**src/rtl/multicycle_ctrl.sv**
```systemverilog
// rtl/multicycle_ctrl.sv - multicycle RV32I/M control FSM with datapath selects and retire counter
// Enables come from the state register plus the held instruction; selects decode inst_i alone.
module multicycle_ctrl #(
  parameter bit MEXT_EN = 1'b1,
  parameter bit MEM_HS  = 1'b1,
  parameter int CNT_W   = 32
) (
  input  logic             clk_i,
  input  logic             rst_i,
  input  logic [31:0]      inst_i,
  input  logic             BrEq_i,
  input  logic             BrLt_i,
  input  logic             mem_ready_i,
  input  logic             mdu_done_i,
  output logic             PCWEn_o,
  output logic             IRWEn_o,
  output logic             RegWEn_o,
  output logic             MemRd_o,
  output logic             MemWr_o,
  output logic [3:0]       AluSel_o,
  output logic [2:0]       ImmSel_o,
  output logic [1:0]       WBSel_o,
  output logic             Asel_o,
  output logic             Bsel_o,
  output logic             BrUn_o,
  output logic             PCSel_o,
  output logic             mdu_start_o,
  output logic [2:0]       state_o,
  output logic             illegal_o,
  output logic [CNT_W-1:0] retire_cnt_o
);

  typedef enum logic [2:0] {
    S_FETCH  = 3'd0,
    S_DECODE = 3'd1,
    S_EXEC   = 3'd2,
    S_MEM    = 3'd3,
    S_WB     = 3'd4,
    S_MDU    = 3'd5,
    S_TRAP   = 3'd6
  } state_t;

  localparam logic [6:0] OPC_LUI    = 7'b0110111;
  localparam logic [6:0] OPC_AUIPC  = 7'b0010111;
  localparam logic [6:0] OPC_JAL    = 7'b1101111;
  localparam logic [6:0] OPC_JALR   = 7'b1100111;
  localparam logic [6:0] OPC_BRANCH = 7'b1100011;
  localparam logic [6:0] OPC_LOAD   = 7'b0000011;
  localparam logic [6:0] OPC_STORE  = 7'b0100011;
  localparam logic [6:0] OPC_IMM    = 7'b0010011;
  localparam logic [6:0] OPC_REG    = 7'b0110011;
  localparam logic [6:0] OPC_FENCE  = 7'b0001111;
  localparam logic [6:0] OPC_SYSTEM = 7'b1110011;

  state_t state_q, state_n;

  logic [6:0] opcode;
  logic [2:0] funct3;
  logic [6:0] funct7;
  logic [4:0] rd;
  logic       is_lui, is_auipc, is_jal, is_jalr, is_branch, is_load, is_store;
  logic       is_opimm, is_op, is_fence, is_system, is_mop, is_rv32i, is_illegal;
  logic       mem_done, br_taken;
  logic       pcwen, irwen, regwen, memrd, memwr, pcsel, mdu_start;
  logic       unused_inst_bits;

  assign opcode    = inst_i[6:0];
  assign rd        = inst_i[11:7];
  assign funct3    = inst_i[14:12];
  assign funct7    = inst_i[31:25];
  assign unused_inst_bits = ^inst_i[24:15];

  assign is_lui    = (opcode == OPC_LUI);
  assign is_auipc  = (opcode == OPC_AUIPC);
  assign is_jal    = (opcode == OPC_JAL);
  assign is_jalr   = (opcode == OPC_JALR);
  assign is_branch = (opcode == OPC_BRANCH);
  assign is_load   = (opcode == OPC_LOAD);
  assign is_store  = (opcode == OPC_STORE);
  assign is_opimm  = (opcode == OPC_IMM);
  assign is_op     = (opcode == OPC_REG);
  assign is_fence  = (opcode == OPC_FENCE);
  assign is_system = (opcode == OPC_SYSTEM);
  assign is_mop    = is_op && (funct7 == 7'b0000001);
  assign is_rv32i  = is_lui | is_auipc | is_jal | is_jalr | is_branch | is_load | is_store |
                     is_opimm | is_op | is_fence | is_system;
  assign is_illegal = !is_rv32i || (is_mop && !MEXT_EN);

  // Without a handshake every memory phase is treated as finishing in its first cycle.
  assign mem_done = !MEM_HS || mem_ready_i;

  always_comb begin
    br_taken = 1'b0;
    case (funct3)
      3'b000:          br_taken = BrEq_i;
      3'b001:          br_taken = !BrEq_i;
      3'b100, 3'b110:  br_taken = BrLt_i;
      3'b101, 3'b111:  br_taken = !BrLt_i;
      default:         br_taken = 1'b0;
    endcase
  end

  always_ff @(posedge clk_i) begin
    if (rst_i) state_q <= S_FETCH;
    else       state_q <= state_n;
  end

  always_comb begin
    state_n   = state_q;
    pcwen     = 1'b0;
    irwen     = 1'b0;
    regwen    = 1'b0;
    memrd     = 1'b0;
    memwr     = 1'b0;
    pcsel     = 1'b0;
    mdu_start = 1'b0;
    case (state_q)
      S_FETCH: begin
        irwen = 1'b1;
        if (mem_done) state_n = S_DECODE;
      end
      S_DECODE: begin
        if (is_illegal) begin
          state_n = S_TRAP;
        end else if (is_mop) begin
          mdu_start = 1'b1;
          state_n   = S_MDU;
        end else begin
          state_n = S_EXEC;
        end
      end
      S_EXEC: begin
        if (is_branch) begin
          pcwen   = 1'b1;
          pcsel   = br_taken;
          state_n = S_FETCH;
        end else if (is_jal || is_jalr) begin
          regwen  = 1'b1;
          pcsel   = 1'b1;
          pcwen   = 1'b1;
          state_n = S_FETCH;
        end else if (is_load || is_store) begin
          state_n = S_MEM;
        end else begin
          state_n = S_WB;
        end
      end
      S_MEM: begin
        memrd = is_load;
        memwr = is_store;
        if (mem_done) begin
          if (is_store) begin
            pcwen   = 1'b1;
            state_n = S_FETCH;
          end else begin
            state_n = S_WB;
          end
        end
      end
      S_WB: begin
        regwen  = 1'b1;
        pcwen   = 1'b1;
        state_n = S_FETCH;
      end
      S_MDU: begin
        if (mdu_done_i) begin
          regwen  = 1'b1;
          pcwen   = 1'b1;
          state_n = S_FETCH;
        end
      end
      S_TRAP:  state_n = S_TRAP;
      default: state_n = S_FETCH;
    endcase
  end

  // Reset masks every enable combinationally so nothing commits in the reset cycle.
  assign PCWEn_o     = pcwen && !rst_i;
  assign IRWEn_o     = irwen && !rst_i;
  assign RegWEn_o    = regwen && (rd != 5'd0) && !rst_i;
  assign MemRd_o     = memrd && !rst_i;
  assign MemWr_o     = memwr && !rst_i;
  assign PCSel_o     = pcsel;
  assign mdu_start_o = mdu_start && !rst_i;
  assign state_o     = state_q;
  assign illegal_o   = (state_q == S_TRAP);

  always_comb begin
    AluSel_o = {inst_i[30], funct3};
    if (is_branch || is_jal || is_jalr || is_load || is_store || is_auipc ||
        (is_opimm && funct3 == 3'b000))
      AluSel_o = 4'b0000;
    else if (is_lui)
      AluSel_o = 4'b1111;

    ImmSel_o = 3'b111;
    if (is_opimm || is_load || is_jalr || is_fence || is_system) ImmSel_o = 3'b000;
    else if (is_store)                                             ImmSel_o = 3'b001;
    else if (is_branch)                                            ImmSel_o = 3'b010;
    else if (is_jal)                                               ImmSel_o = 3'b011;
    else if (is_lui || is_auipc)                                   ImmSel_o = 3'b100;

    WBSel_o = 2'b01;
    if (is_load)                WBSel_o = 2'b00;
    else if (is_jal || is_jalr) WBSel_o = 2'b10;
    else if (is_mop)            WBSel_o = 2'b11;
  end

  assign Asel_o = is_branch || is_jal || is_auipc;
  assign Bsel_o = !is_op;
  assign BrUn_o = is_branch && (funct3[2:1] == 2'b11);

  always_ff @(posedge clk_i) begin
    if (rst_i)        retire_cnt_o <= '0;
    else if (PCWEn_o) retire_cnt_o <= retire_cnt_o + {{(CNT_W-1){1'b0}}, 1'b1};
  end

endmodule

```
**config.mk**
```make
export PLATFORM = sky130hd
export DESIGN_NAME = multicycle_ctrl
export DESIGN_NICKNAME = d
export VERILOG_FILES = /design/src/rtl/multicycle_ctrl.sv
export SDC_FILE = /design/constraint.sdc
export NUM_CORES = 1
export LEC_CHECK = 0
export ABC_AREA = 0
export CAP_MARGIN = 20
export CORE_MARGIN = 4
export CORE_UTILIZATION = 44
export DETAILED_ROUTE_END_ITERATION = 8
export GPL_TIMING_DRIVEN = 0
export HOLD_SLACK_MARGIN = 0.06
export PLACE_DENSITY = 0.9
export SYNTH_ARGS = -nofsm -noshare
export SYNTH_HDL_FRONTEND = slang
export SYNTH_SLANG_ARGS = --single-unit
export TNS_END_PERCENT = 1
```
**constraint.sdc**
```tcl
create_clock -name clk_i -period 2.7 [get_ports clk_i]
set_input_delay 0.54 -clock clk_i [delete_from_list [all_inputs] [get_ports clk_i]]
set_output_delay 0.54 -clock clk_i [all_outputs]
set_load 0.005 [all_outputs]
```
==> impl_metrics.env, run 1 <==
export IMPL_setup_ws_ns=-0.1291
export IMPL_first_global_vias=2795
export IMPL_start_util=0.4623
export IMPL_async_flop_share=0
export IMPL_vias=2924
export IMPL_netlist_area_leader_share=0.2912
export IMPL_startpoint_type="input port"
export IMPL_path_depth=5
export IMPL_crit_chain="clkdlybuf4s50_1 -> or3b_2 -> or4_4 -> nor4_4 -> buf_2"
export IMPL_crit_arrival_ns=2.29
export IMPL_setup_tns_final_ns=-0.3434
export IMPL_insertion_delay_ns=0.29
export IMPL_critPathMaxFanout=3
export IMPL_slew_violations=0
export IMPL_cts_root_buf="clkbuf_8"
export IMPL_max_cap_violations=0
export IMPL_post_drt_wl_per_cell_microns=15.77
export IMPL_reg2reg_depth=8
export IMPL_clock_sinks=35
export IMPL_synth_seq_cells=35
export IMPL_cpPeakStageDelay_ns=0.54
export IMPL_worstSetupEndpointType="primary output"
export IMPL_ys_warn_count=0
export IMPL_leakagePower_nw=1.236
export IMPL_drt_wl_total_microns=7632
export IMPL_period_share=1.048
export IMPL_final_util=0.6863
export IMPL_synthDistinctLibCells=57
export IMPL_crit_family="simple AND/OR/NAND/NOR gates"
export IMPL_diodes=0
export IMPL_finalPower_w=0.001107
export IMPL_netlist_area_sq_um=2406
export IMPL_synth_top_area_cell="dfxtp_1"
export IMPL_gp_congestion=0.9006
export IMPL_min_path_type="reg -> reg"
export IMPL_rsz0062_at_grt="true"
export IMPL_ys_flop_type="dfxtp_1"
export IMPL_critPathBufInv=2
export IMPL_io_pins=93
export IMPL_placementRows=26
export IMPL_synth_common_cells="dfxtp_1, a21oi_1, nand2_1"
export IMPL_ys_seq_area_frac=0.2912
export IMPL_grt_max_degree=11
export IMPL_die_x_microns=81.95
export IMPL_worst_setup_path_type="in -> out"
export IMPL_crit_required_ns=2.16
export IMPL_grt_pass1_wl_microns=12180
export IMPL_setup_viol=5
export IMPL_clock_skew_ns=0.008772
export IMPL_core_area_sq_um=5205
export IMPL_die_h_microns=81.95
export IMPL_dieArea_sq_um=6716
export IMPL_vias_per_cell=6.041
export IMPL_postRouteAntennaNets=0
export IMPL_clockBufferDepth=2
export IMPL_drc_errors=0
export IMPL_groute_usage_overall=0.2276
export IMPL_cts_tree="built"
export IMPL_whs_path_depth=1
export IMPL_drt_iter0_markers=163
export IMPL_violations="negative setup slack"
export IMPL_power_density_nw_per_um2=309.9
export IMPL_layout_nets=452
export IMPL_numCtsBuffers=5
export IMPL_syn_nets=354
export IMPL_grt_overflow=0
export IMPL_dr_pass1_iters=5
export IMPL_critical_path_slowest_cell="or4_4"
export IMPL_fin_area_sq_um=3572
export IMPL_pre_cts_ws_ns=-0.8332
export IMPL_worstMarginPinSlew_ns=0.8428
export IMPL_timing_final_hold_violations=0
export IMPL_yosysMostFrequentCell="dfxtp_1"
export IMPL_synth_edf_count=0
export IMPL_hpwlAfterDp_microns=5540
export IMPL_drive_gt1_frac=0.1522
export IMPL_clk_pin_slew_worst_paths_ns=0.06
export IMPL_fillers=425
export IMPL_finalCriticalPeriod_ns=2.829
export IMPL_status="finished with violations"
export IMPL_dpl_cell_area_sq_um=3294
export IMPL_synth_cells=315
export IMPL_ir_worst_vdd_mv=0.1786
export IMPL_synth_area_leaders="dfxtp_1, a21oi_1, or3_1"
export IMPL_syn_area_per_cell_sq_um=7.638
export IMPL_slew_limit_headroom=0.4333
export IMPL_numPortBuffers=80
export IMPL_htreeDepth=2
export IMPL_fmax_ghz=0.3535
export IMPL_antenna_found_initial=0
export IMPL_syn2layout_area_growth_pct=48.47
final timing paths:
| check | start | end | slack (ns) |
|---|---|---|---|
| max | inst_i[25] | mdu_start_o | -0.13 |
| min | retire_cnt_o[28] | retire_cnt_o[28] | 0.49 |
| max reg2reg | state_o[2] | retire_cnt_o[13] | 0.31 |
| min reg2reg | retire_cnt_o[28] | retire_cnt_o[28] | 0.49 |
timing repair:
action	CTS	global route
pin swaps	10	2
hold endpoints to repair	0	0
hold buffers	0	0
setup buffers	9	2
gates cloned	0	0
endpoints found under the setup margin	18	11
resized for setup	56	12
sequential cells by signal (all words and copies together) (netlist names):
signal,count
retire_cnt_o,32
state_o,3
power by group:
part           switching (W)  internal [W]
clock               0.000189      0.000181
sequential        0.00000317      0.000520
combinational       0.000112      0.000102
layout by cell type (no fill, tap or decap), types with 10 or more instances in the layout:
cell,n
a21oi_1,31
buf_4,14
clkdlybuf4s50_1,62
dfxtp_1,34
dlygate4sd2_1,11
inv_1,16
nand2_1,27
nand3_1,10
nand4_1,10
nor2_1,19
o21ai_0,13
or3_1,16
layout make-up:
type                       count  area (sq um)  area share
clock inverter                 1         5.005    0.001401
inverter                      16         60.06     0.01681
sequential                    35         701.9      0.1965
clock buffer                   7         76.32     0.02137
buffer                        17         120.1     0.03363
tap                           70         87.58     0.02452
multi-input combinational    247          1662      0.4651
timing repair buffer          91         859.6      0.2406
layer usage:
layer	global-route usage	up-vias	wire length, microns
met4	0.07807	0	168
met3	0.07018	19	645
met1	0.2446	1369	2993
met5	0	-	0
li1	-	1394	-
met2	0.4176	142	3824
per-stage QoR:
stage	hold WS [ns]	cells
2_1_floorplan	0.4642	315
6_report	0.4882	484
3_5_place_dp	0.4739	465
5_1_grt	0.5135	484
4_1_cts	0.4887	482
3_3_place_gp	0.4660	465
logic make-up (layout without fill, tap and decap cells):
family | after synthesis | count (layout) | synth area share
AND/OR/NAND/NOR | 139 | 139 | 0.3344
AO/OA/AOI/OAI | 96 | 96 | 0.2678
flip-flops | 35 | 35 | 0.2912
buffers and inverters | 33 | 132 | 0.05668
multiplexers | 6 | 6 | 0.02652
XOR/XNOR | 5 | 5 | 0.01820
adder cells (fa/ha/maj) | 1 | 1 | 0.005199
Power figures use the tool's default switching activity.
==> run 2: changes to the inputs <==
--- a/config.mk
+++ b/config.mk
@@ -8,11 +8,11 @@
 export ABC_AREA = 0
 export CAP_MARGIN = 20
 export CORE_MARGIN = 4
-export CORE_UTILIZATION = 44
+export CORE_UTILIZATION = 40
 export DETAILED_ROUTE_END_ITERATION = 8
 export GPL_TIMING_DRIVEN = 0
 export HOLD_SLACK_MARGIN = 0.06
-export PLACE_DENSITY = 0.9
+export PLACE_DENSITY = 0.84
 export SYNTH_ARGS = -nofsm -noshare
 export SYNTH_HDL_FRONTEND = slang
 export SYNTH_SLANG_ARGS = --single-unit
==> run 2 against run 1 <==
  * The flow still finishes with violations (negative setup slack)
  * Routed wire length up 4.9%
  * Sequential cell count did not move
  * Die area up 9.0%
  * Utilization shrank 4.1 points
  * First-iteration DRC count down 7.4%
  * Register-to-register slack got worse by 0.14 ns
  * Hold slack lost 0.0047 ns
  * Maximum frequency up 0.59%
  * Power grew 11%
  * Critical path type unchanged
==> impl_metrics.env, run 2 (synthesis results as in run 1) <==
export IMPL_fin_area_sq_um=3661
export IMPL_min_path_type="reg -> reg"
export IMPL_reg2reg_slack_ns=0.17
export IMPL_die_x_microns=85.56
export IMPL_rsz0062_at_grt="true"
export IMPL_numPortBuffers=80
export IMPL_numCtsBuffers=5
export IMPL_placementRows=27
export IMPL_htreeDepth=2
export IMPL_timing_final_hold_violations=0
export IMPL_final_util=0.6451
export IMPL_finalCriticalPeriod_ns=2.812
export IMPL_layout_nets=455
export IMPL_crit_required_ns=2.16
export IMPL_grt_overflow=0
export IMPL_pre_cts_ws_ns=-0.8373
export IMPL_fmax_ghz=0.3556
export IMPL_insertion_delay_ns=0.30
export IMPL_leakagePower_nw=1.288
export IMPL_startpoint_type="input port"
export IMPL_fin_cells=489
export IMPL_top_register="retire_cnt_o"
export IMPL_grt_pass1_wl_microns=12980
export IMPL_start_util=0.4239
export IMPL_die_h_microns=85.56
export IMPL_slew_violations=0
export IMPL_drt_wl_total_microns=8005
export IMPL_reg2reg_depth=8
export IMPL_vias_per_cell=6.059
export IMPL_vias=2963
export IMPL_power_density_nw_per_um2=335.1
export IMPL_clock_skew_ns=0.007378
export IMPL_final_common_cell="clkdlybuf4s50_1"
export IMPL_clock_sinks=35
export IMPL_gp_congestion=0.8383
export IMPL_drt_iter0_markers=151
export IMPL_dpl_cell_area_sq_um=3297
export IMPL_dr_pass1_iters=5
export IMPL_reg2reg_from="state_o[2]"
export IMPL_worst_setup_path_type="in -> out"
export IMPL_dieArea_sq_um=7320
export IMPL_postRouteAntennaNets=0
export IMPL_cts_hold_buffers=0
export IMPL_critPathMaxFanout=3
export IMPL_grt_max_degree=13
export IMPL_violations="negative setup slack"
export IMPL_post_drt_wl_per_cell_microns=16.37
export IMPL_syn2layout_area_growth_pct=52.16
export IMPL_setup_tns_final_ns=-0.4120
export IMPL_cts_tree="built"
export IMPL_antenna_found_initial=0
export IMPL_dp_cells=467
export IMPL_first_global_vias=2843
export IMPL_cts_root_buf="clkbuf_8"
export IMPL_drc_errors=0
export IMPL_clk_pin_slew_worst_paths_ns=0.08
export IMPL_setup_viol=5
export IMPL_whs_path_depth=2
export IMPL_io_pins=93
export IMPL_fillers=481
export IMPL_diodes=0
export IMPL_setup_ws_ns=-0.1124
export IMPL_drive_gt1_frac=0.1727
export IMPL_hpwlAfterDp_microns=5558
export IMPL_crit_arrival_ns=2.27
export IMPL_min_delay_start="retire_cnt_o[31]"
export IMPL_layout_common_cells="clkdlybuf4s50_1, dfxtp_1, a21oi_1"
export IMPL_largest_register_ffs=32
export IMPL_slew_limit_headroom=0.3833
export IMPL_rr_endpoint="retire_cnt_o[13]"
export IMPL_ir_worst_vdd_mv=0.2852
export IMPL_worstSetupEndpointType="primary output"
export IMPL_max_cap_violations=0
export IMPL_status="finished with violations"
export IMPL_period_share=1.042
export IMPL_worstMarginPinSlew_ns=0.9171
export IMPL_hold_end="retire_cnt_o[31]"
export IMPL_core_area_sq_um=5675
export IMPL_groute_usage_overall=0.2146
export IMPL_clockBufferDepth=2
-- run 2: cell count changes in the layout (fill, tap and decap cells not counted), sizes merged --
cell,before,now
buf,22,24
bufinv,0,1
clkbuf,16,17
clkdlybuf4s15,2,3
clkdlybuf4s50,62,61
clkinv,1,2
dlygate4sd2,11,7
dlymetal6s2s,2,4
-- run 2: report_power, final --
| group | internal (W) | total, W | leakage (nW) | switching [W] |
|---|---|---|---|---|
| Clock | 0.000275 | 0.000483 | 0.0581 | 0.000208 |
| Combinational | 0.000104 | 0.000221 | 0.947 | 0.000117 |
| Sequential | 0.000519 | 0.000522 | 0.282 | 0.00000310 |
-- run 2: area by class of cell --
cell class	count	area [sq um]	area share
multi-input cells	247	1693	0.4624
clock inverters	3	43.79	0.01196
clock buffers	5	68.82	0.01880
flip-flops and latches	35	700.7	0.1914
well taps	72	90.09	0.02461
repair buffers	94	882.1	0.2409
inverters	16	60.06	0.01640
plain buffers	17	122.6	0.03349
-- run 2: per-layer routing --
| metal | routed length (microns) | up-vias | global-route usage |
|---|---|---|---|
| li1 | - | 1399 | - |
| met1 | 3182 | 1409 | 0.2385 |
| met2 | 4043 | 138 | 0.3891 |
| met3 | 650 | 17 | 0.06532 |
| met4 | 129 | 0 | 0.06763 |
| met5 | 0 | - | 0 |
-- run 2: worst max-delay path, cell delays in order --
cell and delay, ns:
clkdlybuf4s50_1 0.44, or3b_2 0.44, or4_4 0.53, nor4_4 0.15
buf_2 0.16
-- run 2: how the worst max path moves through the flow --
stage	from	endpoint	cells after the start	slack, ns
after floorplan	inst_i[3]	mdu_start_o	5	0.30
after CTS	state_o[0]	PCWEn_o	5	-0.11
final	inst_i[25]	mdu_start_o	5	-0.11
after global placement	inst_i[4]	AluSel_o[3]	6	-0.83
after detailed placement	inst_i[4]	AluSel_o[0]	6	-0.84
after global routing	inst_i[25]	mdu_start_o	5	-0.16
-- run 2: per-stage QoR --
stage          power [W]  hold slack, ns
3_3_place_gp   0.0007201          0.4667
6_report        0.001227          0.4835
5_1_grt         0.001278          0.5343
2_1_floorplan  0.0006360          0.4642
3_5_place_dp   0.0007236          0.4767
4_1_cts         0.001220          0.4875
-- run 2: repair_timing --
item,4_1_cts,5_1_grt
setup buffers,13,1
cloned,0,0
endpoints found under the setup margin,22,14
gates resized for setup,54,23
endpoints found under the hold margin,0,0
pin swaps,10,2
==> run 3: changes to the inputs <==
--- a/config.mk
+++ b/config.mk
@@ -13,6 +13,7 @@
 export GPL_TIMING_DRIVEN = 0
 export HOLD_SLACK_MARGIN = 0.06
 export PLACE_DENSITY = 0.84
+export SLEW_MARGIN = 30
 export SYNTH_ARGS = -nofsm -noshare
 export SYNTH_HDL_FRONTEND = slang
 export SYNTH_SLANG_ARGS = --single-unit
==> results of run 3 <==
Final layout, timing and power as in run 2 (identical DEF).
